$ cat config.mk
export PLATFORM = sky130hd
export DESIGN_NAME = s_port_arbiter_ctrl
export DESIGN_NICKNAME = d
export VERILOG_FILES = /design/src/rtl/s_port_arbiter_ctrl.sv
export SDC_FILE = /design/constraint.sdc
export NUM_CORES = 1
export LEC_CHECK = 0
export ABC_CLOCK_PERIOD_IN_PS = 2300
export CAP_MARGIN = 20
export CORE_MARGIN = 8
export CORE_UTILIZATION = 33
export DETAILED_ROUTE_END_ITERATION = 16
export PLACE_DENSITY_LB_ADDON = 0.1
export SYNTH_ARGS = -nofsm -noshare
export SYNTH_HDL_FRONTEND = slang
export SYNTH_SLANG_ARGS = --single-unit
$ cat constraint.sdc
create_clock -name clk -period 2.3 [get_ports clk]
set_clock_uncertainty 0.2 [all_clocks]
set_input_delay 0.23 -clock clk [delete_from_list [all_inputs] [get_ports clk]]
set_output_delay 0.23 -clock clk [all_outputs]
set_load 0.01 [all_outputs]
$ cat src/rtl/s_port_arbiter_ctrl.sv
// South output port controller for a mesh router: round-robin arbitration
// over the n/w/e/l input buffers, wormhole lock until the tail flit,
// credit-gated flit transfer, crossbar select and rr rotate pulse.
module s_port_arbiter_ctrl #(
  parameter logic [2:0]  S_ADDR  = 3'd1,
  parameter int unsigned CREDITS = 4,
  parameter int unsigned CW      = 3
) (
  input  logic          clk,
  input  logic          reset,
  input  logic          n_req_i,
  input  logic          w_req_i,
  input  logic          e_req_i,
  input  logic          l_req_i,
  input  logic [2:0]    n_nexthop_addr_i,
  input  logic [2:0]    w_nexthop_addr_i,
  input  logic [2:0]    e_nexthop_addr_i,
  input  logic [2:0]    l_nexthop_addr_i,
  input  logic          n_tail_i,
  input  logic          w_tail_i,
  input  logic          e_tail_i,
  input  logic          l_tail_i,
  input  logic          s_credit_return_i,
  output logic          s_grant_n_o,
  output logic          s_grant_w_o,
  output logic          s_grant_e_o,
  output logic          s_grant_l_o,
  output logic [2:0]    s_xbar_sel_o,
  output logic          s_flit_valid_o,
  output logic          rr_change_order_o,
  output logic [CW-1:0] s_credits_o,
  output logic          s_busy_o
);

  localparam logic [CW-1:0] L_CREDITS = CW'(CREDITS);

  typedef enum logic {
    ST_IDLE,
    ST_LOCKED
  } state_t;

  state_t        r_state, w_state_nxt;
  logic [1:0]    r_owner, w_owner_nxt;
  logic [1:0]    r_ptr, w_ptr_nxt;
  logic [CW-1:0] r_credits, w_credits_nxt;
  logic          r_rr_pulse, w_rr_pulse_nxt;

  logic [3:0]    w_req, w_tail, w_desire;
  logic [1:0]    w_winner, w_idx;
  logic          w_winner_found;
  logic          w_has_credit, w_locked, w_flit_valid, w_pkt_end;

  // Input vectors indexed n=0, w=1, e=2, l=3
  assign w_req  = {l_req_i, e_req_i, w_req_i, n_req_i};
  assign w_tail = {l_tail_i, e_tail_i, w_tail_i, n_tail_i};
  assign w_desire = {l_req_i && (l_nexthop_addr_i == S_ADDR),
                     e_req_i && (e_nexthop_addr_i == S_ADDR),
                     w_req_i && (w_nexthop_addr_i == S_ADDR),
                     n_req_i && (n_nexthop_addr_i == S_ADDR)};

  assign w_has_credit = (r_credits != '0);
  assign w_locked     = (r_state == ST_LOCKED);
  assign w_flit_valid = w_locked && w_req[r_owner] && w_has_credit;
  assign w_pkt_end    = w_flit_valid && w_tail[r_owner];

  // Round-robin winner: first desiring input scanning cyclically from r_ptr
  always_comb begin
    w_winner       = '0;
    w_winner_found = 1'b0;
    w_idx          = '0;
    for (int unsigned i = 0; i < 4; i++) begin
      w_idx = r_ptr + 2'(i);
      if (!w_winner_found && w_desire[w_idx]) begin
        w_winner       = w_idx;
        w_winner_found = 1'b1;
      end
    end
  end

  // Credit counter next value; a return at full count is dropped
  always_comb begin
    w_credits_nxt = r_credits;
    case ({w_flit_valid, s_credit_return_i})
      2'b10:   w_credits_nxt = r_credits - 1'b1;
      2'b01:   w_credits_nxt = (r_credits == L_CREDITS) ? r_credits : r_credits + 1'b1;
      default: w_credits_nxt = r_credits;
    endcase
  end

  // FSM next state: arbitrate in IDLE, release lock after the tail transfer
  always_comb begin
    w_state_nxt    = r_state;
    w_owner_nxt    = r_owner;
    w_ptr_nxt      = r_ptr;
    w_rr_pulse_nxt = w_pkt_end;
    case (r_state)
      ST_IDLE: begin
        if (w_winner_found && w_has_credit) begin
          w_state_nxt = ST_LOCKED;
          w_owner_nxt = w_winner;
        end
      end
      ST_LOCKED: begin
        if (w_pkt_end) begin
          w_state_nxt = ST_IDLE;
          w_ptr_nxt   = r_owner + 2'd1;
        end
      end
      default: w_state_nxt = ST_IDLE;
    endcase
  end

  // State, owner, pointer, credits and rotate-pulse registers
  always_ff @(posedge clk or negedge reset) begin
    if (!reset) begin
      r_state    <= ST_IDLE;
      r_owner    <= '0;
      r_ptr      <= '0;
      r_credits  <= L_CREDITS;
      r_rr_pulse <= 1'b0;
    end else begin
      r_state    <= w_state_nxt;
      r_owner    <= w_owner_nxt;
      r_ptr      <= w_ptr_nxt;
      r_credits  <= w_credits_nxt;
      r_rr_pulse <= w_rr_pulse_nxt;
    end
  end

  // Outputs decode only registered state, so reset clears them immediately
  assign s_busy_o          = w_locked;
  assign s_grant_n_o       = w_locked && (r_owner == 2'd0);
  assign s_grant_w_o       = w_locked && (r_owner == 2'd1);
  assign s_grant_e_o       = w_locked && (r_owner == 2'd2);
  assign s_grant_l_o       = w_locked && (r_owner == 2'd3);
  assign s_xbar_sel_o      = w_locked ? ({1'b0, r_owner} + 3'd1) : '0;
  assign s_flit_valid_o    = w_flit_valid;
  assign rr_change_order_o = r_rr_pulse;
  assign s_credits_o       = r_credits;

endmodule

==> impl_metrics.yaml, run 1 <==
outcome:
  outcome: "finished, final reports clean"
cts:
  tritoncts: "built"
  path_clk_slew_ns: 0.06
  insertion_delay_ns: 0.26
  h-tree-depth: 1
  cts.path.max_buffers: 2
  hold_buffers: 0
  clockRootBuffer: "clkbuf_4"
  cts_made_buffers: 3
  clkSinkCount: 9
sta:
  finalSetupTns_ns: 0
  setup_viol: 0
  slew_viol_final: 0
  post-route-min-period_ns: 2.24
  tightest_slew_ns: 0.393
  period_share: 0.974
  timing.fmax_ghz: 0.446
  rsz0062_at_grt: "true"
  slew_headroom: 0.735
  hold_viol_final: 0
pwr:
  seq_power_share: 0.229
  p_int_uw: 880
  power_density_mw_per_mm2: 1120
  p_sw_frac: 0.386
  p_leak_nw: 0.581
  combPwrFrac: 0.687
  p_clk_frac: 0.084
  ir_worst_vdd_mv: 0.632
  p_switching_uw: 552
global_route:
  grt_pass1_vias: 872
  grt_max_degree: 12
  grt_pass1_wl_um: 3840
  grt_antenna_before_repair: 0
  grt-ovfl-total: 0
  track_usage: 0.116
route:
  wirelength_um: 2180
  antenna_left: 0
  drt-initial-drc-count: 12
  vias_per_cell: 4.91
  drt-pass1-iter-count: 4
  drc: 0
  post_drt_wl_per_cell_um: 14.4
  num_vias: 747
cells_and_area:
  synthToLayoutAreaGrowth_pct: 67.0
  final_cell_mix: "clkdlybuf4s50_1 (33), buf_4 (13), inv_1 (8)"
  nets: 153
  seq_area_um2: 228
  final_common_cell: "clkdlybuf4s50_1"
  fin_area_mm2: 0.00128
  drive_gt1_frac: 0.274
  multi_input_area_um2: 504
  final_cell_count_no_fill: 152
  diodes: 0
  nFillCells: 203
  post-route-util: 0.578
synthesis:
  synth_top_cell_by_area: "dfrtp_1"
  yosysWarnings: 0
  synth.area.top_cells: "dfrtp_1 (26%), ha_1 (6.5%), and2_1 (4.1%), inv_1 (3.9%), dfstp_2 (3.4%)"
  syn_avg_cell_area_um2: 10.3
  synth.net_count: 102
  syn_area_um2: 766
  syn_inst: 74
  synth_cell_types: 41
  synth-async-reset-ratio: 1.00
  synth-seq-cells: 9
  ys_seq_area_frac: 0.296
  ys.flop_type: "dfrtp_1"
  synth_edf_count: 0
  yosys.area.top_type_share: 0.261
placed_design:
  placed_area_mm2: 0.00123
  dpl.cell_count: 147
  dpl.hpwl_um: 1850
  port_buffers: 35
  place.gp.congestion: 0.771
die:
  start_util: 0.346
  die_area_mm2: 0.00412
  coreArea_mm2: 0.00221
  row_count: 17
  die_y_um: 64.2
  io_pins: 36
  die_w_um: 64.2
worst_setup_path:
  path_class: "input port to flop"
  crit_fanout: 2
  slowest_stage: "mux4_2"
  start_kind: "input port"
  crit_required_ns: 2.24
  cp.arrival_ns: 2.18
  path_buf_inv: 1
  max_stage_delay_ns: 0.51
  path_cells: "clkdlybuf4s50_1 -> mux4_2 -> nand3_4 -> nand2_2 -> fa_2 -> mux2_2 -> nand2_1 -> o21ai_1"
  crit_path_end_kind: "flop"
  crit_family: "multiplexers"
job:
  cap_violations: 0
min_path:
  min_path_type: "input port to async pin"
power by group through the flow:
stage	clock, mW	sequential [mW]	combinational, mW
2_1_floorplan	0	0.348	0.479
3_3_place_gp	0	0.329	0.936
3_5_place_dp	0	0.334	0.954
4_1_cts	0.123	0.329	0.951
5_1_grt	0.132	0.348	1.09
6_report	0.120	0.328	0.984
cell usage after synthesis (2+ instances only):
cell type  n
nand2_1    3
nor2_1     3
a21oi_1    3
ha_1       4
nor4bb_1   2
and2_1     5
dfrtp_1    8
mux2_2     2
mux2i_1    2
o221ai_1   2
buf_4      2
o21ai_0    2
inv_1      8
layout make-up:
cell class                      instances  share of cell area
Tap cell                               28              0.0274
Sequential cell                         9               0.178
Multi-Input combinational cell         54               0.394
Inverter                                9              0.0284
Clock buffer                            4              0.0205
Timing Repair Buffer                   48               0.351
through the flow:
step | setup WS [ns] | power [mW] | hold WS [ns]
finish | 0.0603 | 1.43 | 0.0589
global route | -0.0192 | 1.57 | 0.101
CTS | 0.00512 | 1.40 | 0.0867
detailed placement | -0.263 | 1.29 | 0.358
global placement | -0.228 | 1.27 | 0.359
floorplan | 0.00736 | 0.827 | -0.266
repair_timing:
item | CTS | global route
pin swaps | 0 | 6
endpoints found under the setup margin | 1 | 3
buffers inserted | 0 | 1
hold endpoints to repair | 0 | 0
gates resized for setup | 1 | 7
logic make-up after synthesis:
group                    count (synthesis)  synth area share
multiplexers                             7             0.139
adder cells (fa/ha/maj)                  5            0.0915
buffers and inverters                   11            0.0670
AND/OR/NAND/NOR                         24             0.239
flip-flops                               9             0.296
XOR/XNOR                                 1            0.0114
AO/OA/AOI/OAI                           17             0.157
path summary, 6_finish.rpt:
check | to | slack (ns) | cells after the start | start
worst max-delay path | s_credits_o[1]$_DFFE_PN0P_ | 0.06 | 8 | n_req_i
worst min-delay path | s_busy_o$_DFF_PN0_ | 0.06 | 1 | reset
worst max register to register | s_credits_o[1]$_DFFE_PN0P_ | 0.07 | 7 | r_owner[0]$_DFFE_PN0P_
worst min register to register | s_credits_o[0]$_DFFE_PN0P_ | 0.41 | 2 | s_credits_o[0]$_DFFE_PN0P_
max in group asynchronous | s_credits_o[2]$_DFFE_PN1P_ | 1.53 | 1 | reset
min in group clk | s_credits_o[0]$_DFFE_PN0P_ | 0.41 | 2 | s_credits_o[0]$_DFFE_PN0P_
registers in the layout, indices dropped and copies added (netlist names):
signal and flops:
s_credits_o 3, s_busy_o 1, r_ptr 2, r_owner 2
rr_change_order_o 1
metal layers:
metal	wire [um]	vias up	share of wire	GRT usage
li1	-	377	-	-
met1	843	349	0.39	0.112
met2	1170	17	0.53	0.212
met3	117	4	0.054	0.0348
met4	53	0	0.024	0.0708
met5	0	-	0	0
Power figures use the tool's default switching activity.
==> inputs of run 2 (changes only) <==
- ABC_CLOCK_PERIOD_IN_PS: 2300 -> 2000
- CORE_UTILIZATION: 33 -> 36
- clock period: 2.3 -> 2 ns (I/O delays scaled with it)
==> impl_metrics.yaml, run 2 (same netlist as run 1, synthesis figures left out) <==
cells_and_area:
  largest_register_ffs: 3
  drive_gt1_frac: 0.333
  diodes: 0
  synthToLayoutAreaGrowth_pct: 73.0
  fin_area_mm2: 0.00133
  final_cell_mix: "clkdlybuf4s50_1 (28), buf_4 (17), inv_1 (7), dfrtp_1 (7)"
  nFillCells: 161
  final_common_cell: "clkdlybuf4s50_1"
  nets: 158
worst_setup_path:
  crit_required_ns: 1.95
  path_buf_inv: 0
  cp.arrival_ns: 2.15
  path_cells: "mux4_2 -> nand3_4 -> nand2_2 -> fa_2 -> mux2_4 -> nand2_2 -> o21ai_1"
  slowest_stage: "mux4_2"
  max_stage_delay_ns: 0.54
  crit_family: "multiplexers"
  crit_start: "r_owner[0]$_DFFE_PN0P_"
  critical_path.endpoint: "s_credits_o[1]$_DFFE_PN0P_"
  path_class: "flop to flop"
  r2r_end: "s_credits_o[1]$_DFFE_PN0P_"
  start_kind: "flop"
  reg2regPathDepth: 7
  crit_fanout: 2
  crit_top_cell: "nand2_2"
  crit_path_end_kind: "flop"
  rr_startpoint: "r_owner[0]$_DFFE_PN0P_"
  rrSetupSlack_ns: -0.20
  crit_cells: 7
cts:
  cts_made_buffers: 3
  cts.path.max_buffers: 2
  clkSinkCount: 9
  path_clk_slew_ns: 0.06
  tritoncts: "built"
  h-tree-depth: 1
  clockRootBuffer: "clkbuf_4"
  hold_buffers: 0
  insertion_delay_ns: 0.26
placed_design:
  port_buffers: 35
  dpl.hpwl_um: 1910
  place.gp.congestion: 0.812
  dp_slack_ns: -0.421
  placed_area_mm2: 0.00127
die:
  start_util: 0.386
  io_pins: 36
  die_w_um: 62.1
  coreArea_mm2: 0.00198
  die_area_mm2: 0.00386
  die_y_um: 62.1
  row_count: 16
job:
  cap_violations: 0
sta:
  period_share: 1.10
  post-route-min-period_ns: 2.20
  tightest_slew_ns: 0.429
  rsz0062_at_grt: "true"
  timing.fmax_ghz: 0.454
  hold_viol_final: 0
  timing.final.ws_setup_ns: -0.200
  slew_headroom: 0.710
  slew_viol_final: 0
  setup_viol: 3
global_route:
  grt_max_degree: 10
  grt-ovfl-total: 0
  grt_pass1_vias: 825
  track_usage: 0.117
  grt_pass1_wl_um: 3680
  grt_antenna_before_repair: 0
pwr:
  total_power_mw: 1.69
  ir_worst_vdd_mv: 0.822
  power_density_mw_per_mm2: 1280
  p_leak_nw: 0.615
route:
  drt-pass1-iter-count: 4
  antenna_left: 0
  vias_per_cell: 4.91
  drt-initial-drc-count: 11
  wirelength_um: 2210
  num_vias: 766
  post_drt_wl_per_cell_um: 14.1
  drc: 0
outcome:
  outcome: "finished with violations"
  violations: "setup timing"
min_path:
  min_path_type: "input port to async pin"
run 2: final cells by class:
class,count,area (um2),area share
Clock buffer,4,26.3,0.0198
Timing Repair Buffer,53,484,0.365
Inverter,9,36.3,0.0274
Multi-Input combinational cell,54,517,0.390
Sequential cell,9,228,0.172
Tap cell,27,33.8,0.0255
run 2: repair_timing:
item / in CTS / in global routing
setup buffers: 1 / 0
endpoints found under the setup margin: 10 / 7
hold endpoints to repair: 0 / 0
gates resized for setup: 13 / 5
run 2: how the worst min path moves through the flow:
stage / from / to / slack [ns] / cells after the start
after floorplan: reset / r_owner[0]$_DFFE_PN0P_ / -0.30 / 0
after CTS: reset / s_busy_o$_DFF_PN0_ / 0.04 / 1
after global routing: reset / s_busy_o$_DFF_PN0_ / 0.06 / 1
after detailed placement: reset / rr_change_order_o$_DFF_PN0_ / 0.33 / 1
after global placement: reset / rr_change_order_o$_DFF_PN0_ / 0.33 / 1
final: reset / s_busy_o$_DFF_PN0_ / 0.03 / 1
run 2: metrics by stage:
stage	util	setup TNS [ns]	hold slack, ns	std cells
final	0.669	-0.420	0.0324	156
after global routing	0.669	-0.647	0.0627	156
after CTS	0.661	-0.425	0.0417	156
after detailed placement	0.643	-2.06	0.327	151
after global placement	0.643	-1.82	0.328	151
after floorplan	-	-0.446	-0.296	74
run 2: layer usage:
| metal | vias to the layer above | routed length [um] | global-route usage |
|---|---|---|---|
| met5 | - | 0 | 0 |
| met4 | 0 | 25 | 0.0350 |
| met3 | 5 | 135 | 0.0538 |
| met2 | 20 | 1270 | 0.221 |
| met1 | 355 | 775 | 0.108 |
| li1 | 386 | - | - |
run 2: power by group:
part	switching (mW)	total, mW	internal, mW
Combinational	0.535	1.21	0.680
Clock	0.0659	0.143	0.0770
Sequential	0.0590	0.337	0.278
==> inputs of run 3 (changes only) <==
- ABC_CLOCK_PERIOD_IN_PS: 2000 -> 2250
- CORE_UTILIZATION: 36 -> 40
- clock period: 2 -> 2.25 ns (I/O delays scaled with it)
==> impl_metrics.yaml, run 3 (same netlist as run 1, synthesis figures left out) <==
worst_setup_path:
  cp.arrival_ns: 2.13
  path_class: "flop to flop"
  max_stage_delay_ns: 0.55
  start_kind: "flop"
  path_cells: "mux4_2 -> nand3_4 -> nand2_2 -> fa_2 -> mux2_4 -> nand2_1 -> o21ai_1"
  slowest_stage: "mux4_2"
  crit_path_end_kind: "flop"
  crit_fanout: 2
  crit_required_ns: 2.19
outcome:
  outcome: "finished, final reports clean"
sta:
  timing.fmax_ghz: 0.457
  rsz0062_at_grt: "true"
  setup_viol: 0
  slew_headroom: 0.724
  tightest_slew_ns: 0.412
  slew_viol_final: 0
  post-route-min-period_ns: 2.19
  timing.final.ws_setup_ns: 0.0621
  period_share: 0.972
  hold_viol_final: 0
  finalSetupTns_ns: 0
min_path:
  min_path_type: "input port to async pin"
cts:
  cts_setup_buffers: 0
  h-tree-depth: 1
  cts.path.max_buffers: 2
  clkSinkCount: 9
  clockRootBuffer: "clkbuf_4"
  path_clk_slew_ns: 0.07
  insertion_delay_ns: 0.26
  tritoncts: "built"
  cts_made_buffers: 3
placed_design:
  dp_slack_ns: -0.223
  dpl.hpwl_um: 1830
  port_buffers: 35
  place.gp.congestion: 0.847
job:
  cap_violations: 0
pwr:
  ir_worst_vdd_mv: 0.729
  p_leak_nw: 0.583
  total_power_mw: 1.43
  power_density_mw_per_mm2: 1120
cells_and_area:
  diodes: 0
  final_common_cell: "clkdlybuf4s50_1"
  synthToLayoutAreaGrowth_pct: 66.3
  nFillCells: 164
  drive_gt1_frac: 0.276
  nets: 152
  largest_register_ffs: 3
  final_cell_mix: "clkdlybuf4s50_1 (32), buf_4 (12), inv_1 (8)"
global_route:
  grt_pass1_wl_um: 3470
  track_usage: 0.126
  grt_max_degree: 12
  grt_antenna_before_repair: 0
  grt-ovfl-total: 0
  grt_pass1_vias: 826
die:
  row_count: 16
  die_area_mm2: 0.00357
  io_pins: 36
  die_y_um: 59.8
  coreArea_mm2: 0.00188
  die_w_um: 59.8
  start_util: 0.407
route:
  drt-pass1-iter-count: 4
  post_drt_wl_per_cell_um: 13.9
  wirelength_um: 2080
  vias_per_cell: 5.09
  num_vias: 763
  antenna_left: 0
  drc: 0
  drt-initial-drc-count: 11
[run 3: cell types whose count changed in the layout (fill, tap and decap cells not counted), sizes merged]
cell / change
buf: -6
clkbuf: -1
clkdlybuf4s15: -2
clkdlybuf4s50: +4
clkinv: +1
dlygate4sd2: -3
dlymetal6s2s: +1
[run 3: layout make-up]
class	count	area, um2	share of cell area
clock inverter	1	5.00	0.00393
timing repair buffer	47	440	0.346
inverter	9	36.3	0.0285
multi-input combinational	54	508	0.399
tap	27	33.8	0.0265
sequential	9	228	0.179
clock buffer	3	22.5	0.0177
[run 3: stage by stage]
stage,utilization,instance area [um2],instances,hold WS (ns)
final,0.677,1270,150,0.0585
after global routing,0.677,1270,150,0.0871
after CTS,0.668,1260,150,0.0696
after detailed placement,0.655,1230,146,0.350
after global placement,0.655,1230,146,0.365
after floorplan,-,773,74,-0.271
[run 3: path summary, 6_finish.rpt]
check / to / startpoint / depth (start not counted) / slack, ns
max: s_credits_o[1]$_DFFE_PN0P_ / r_owner[0]$_DFFE_PN0P_ / 7 / 0.06
min: r_owner[1]$_DFFE_PN0P_ / reset / 1 / 0.06
max reg2reg: s_credits_o[1]$_DFFE_PN0P_ / r_owner[0]$_DFFE_PN0P_ / 7 / 0.06
min reg2reg: s_credits_o[2]$_DFFE_PN1P_ / s_credits_o[2]$_DFFE_PN1P_ / 2 / 0.40
max in group asynchronous: s_credits_o[2]$_DFFE_PN1P_ / reset / 1 / 1.46
min in group clk: s_credits_o[2]$_DFFE_PN1P_ / s_credits_o[2]$_DFFE_PN1P_ / 2 / 0.40
[run 3: what timing repair did]
item | CTS | global route
hold buffers | 0 | 0
hold endpoints to repair | 0 | 0
resized for setup | 2 | 7
endpoints found under the setup margin | 2 | 3
[run 3: report_power, final]
group          leakage (nW)  switching [mW]  internal [mW]
Combinational         0.459           0.413          0.554
Clock                0.0177          0.0586         0.0655
Sequential            0.107          0.0897          0.247
Total                 0.583           0.562          0.867
[run 3: routing by layer]
metal | track usage | up-vias | wire [um]
met1 | 0.129 | 356 | 799
met5 | 0 | - | 0
li1 | - | 375 | -
met3 | 0.0323 | 4 | 160
met4 | 0.0714 | 0 | 44
met2 | 0.225 | 28 | 1080
[run 3: critical path, delay by kind of cell (launching register included)]
family / cells / cell delay [ns]
flops: 1 / 0.38
fa+ha+maj: 1 / 0.41
compound gates: 1 / 0.06
mux: 2 / 0.82
simple gates: 3 / 0.21
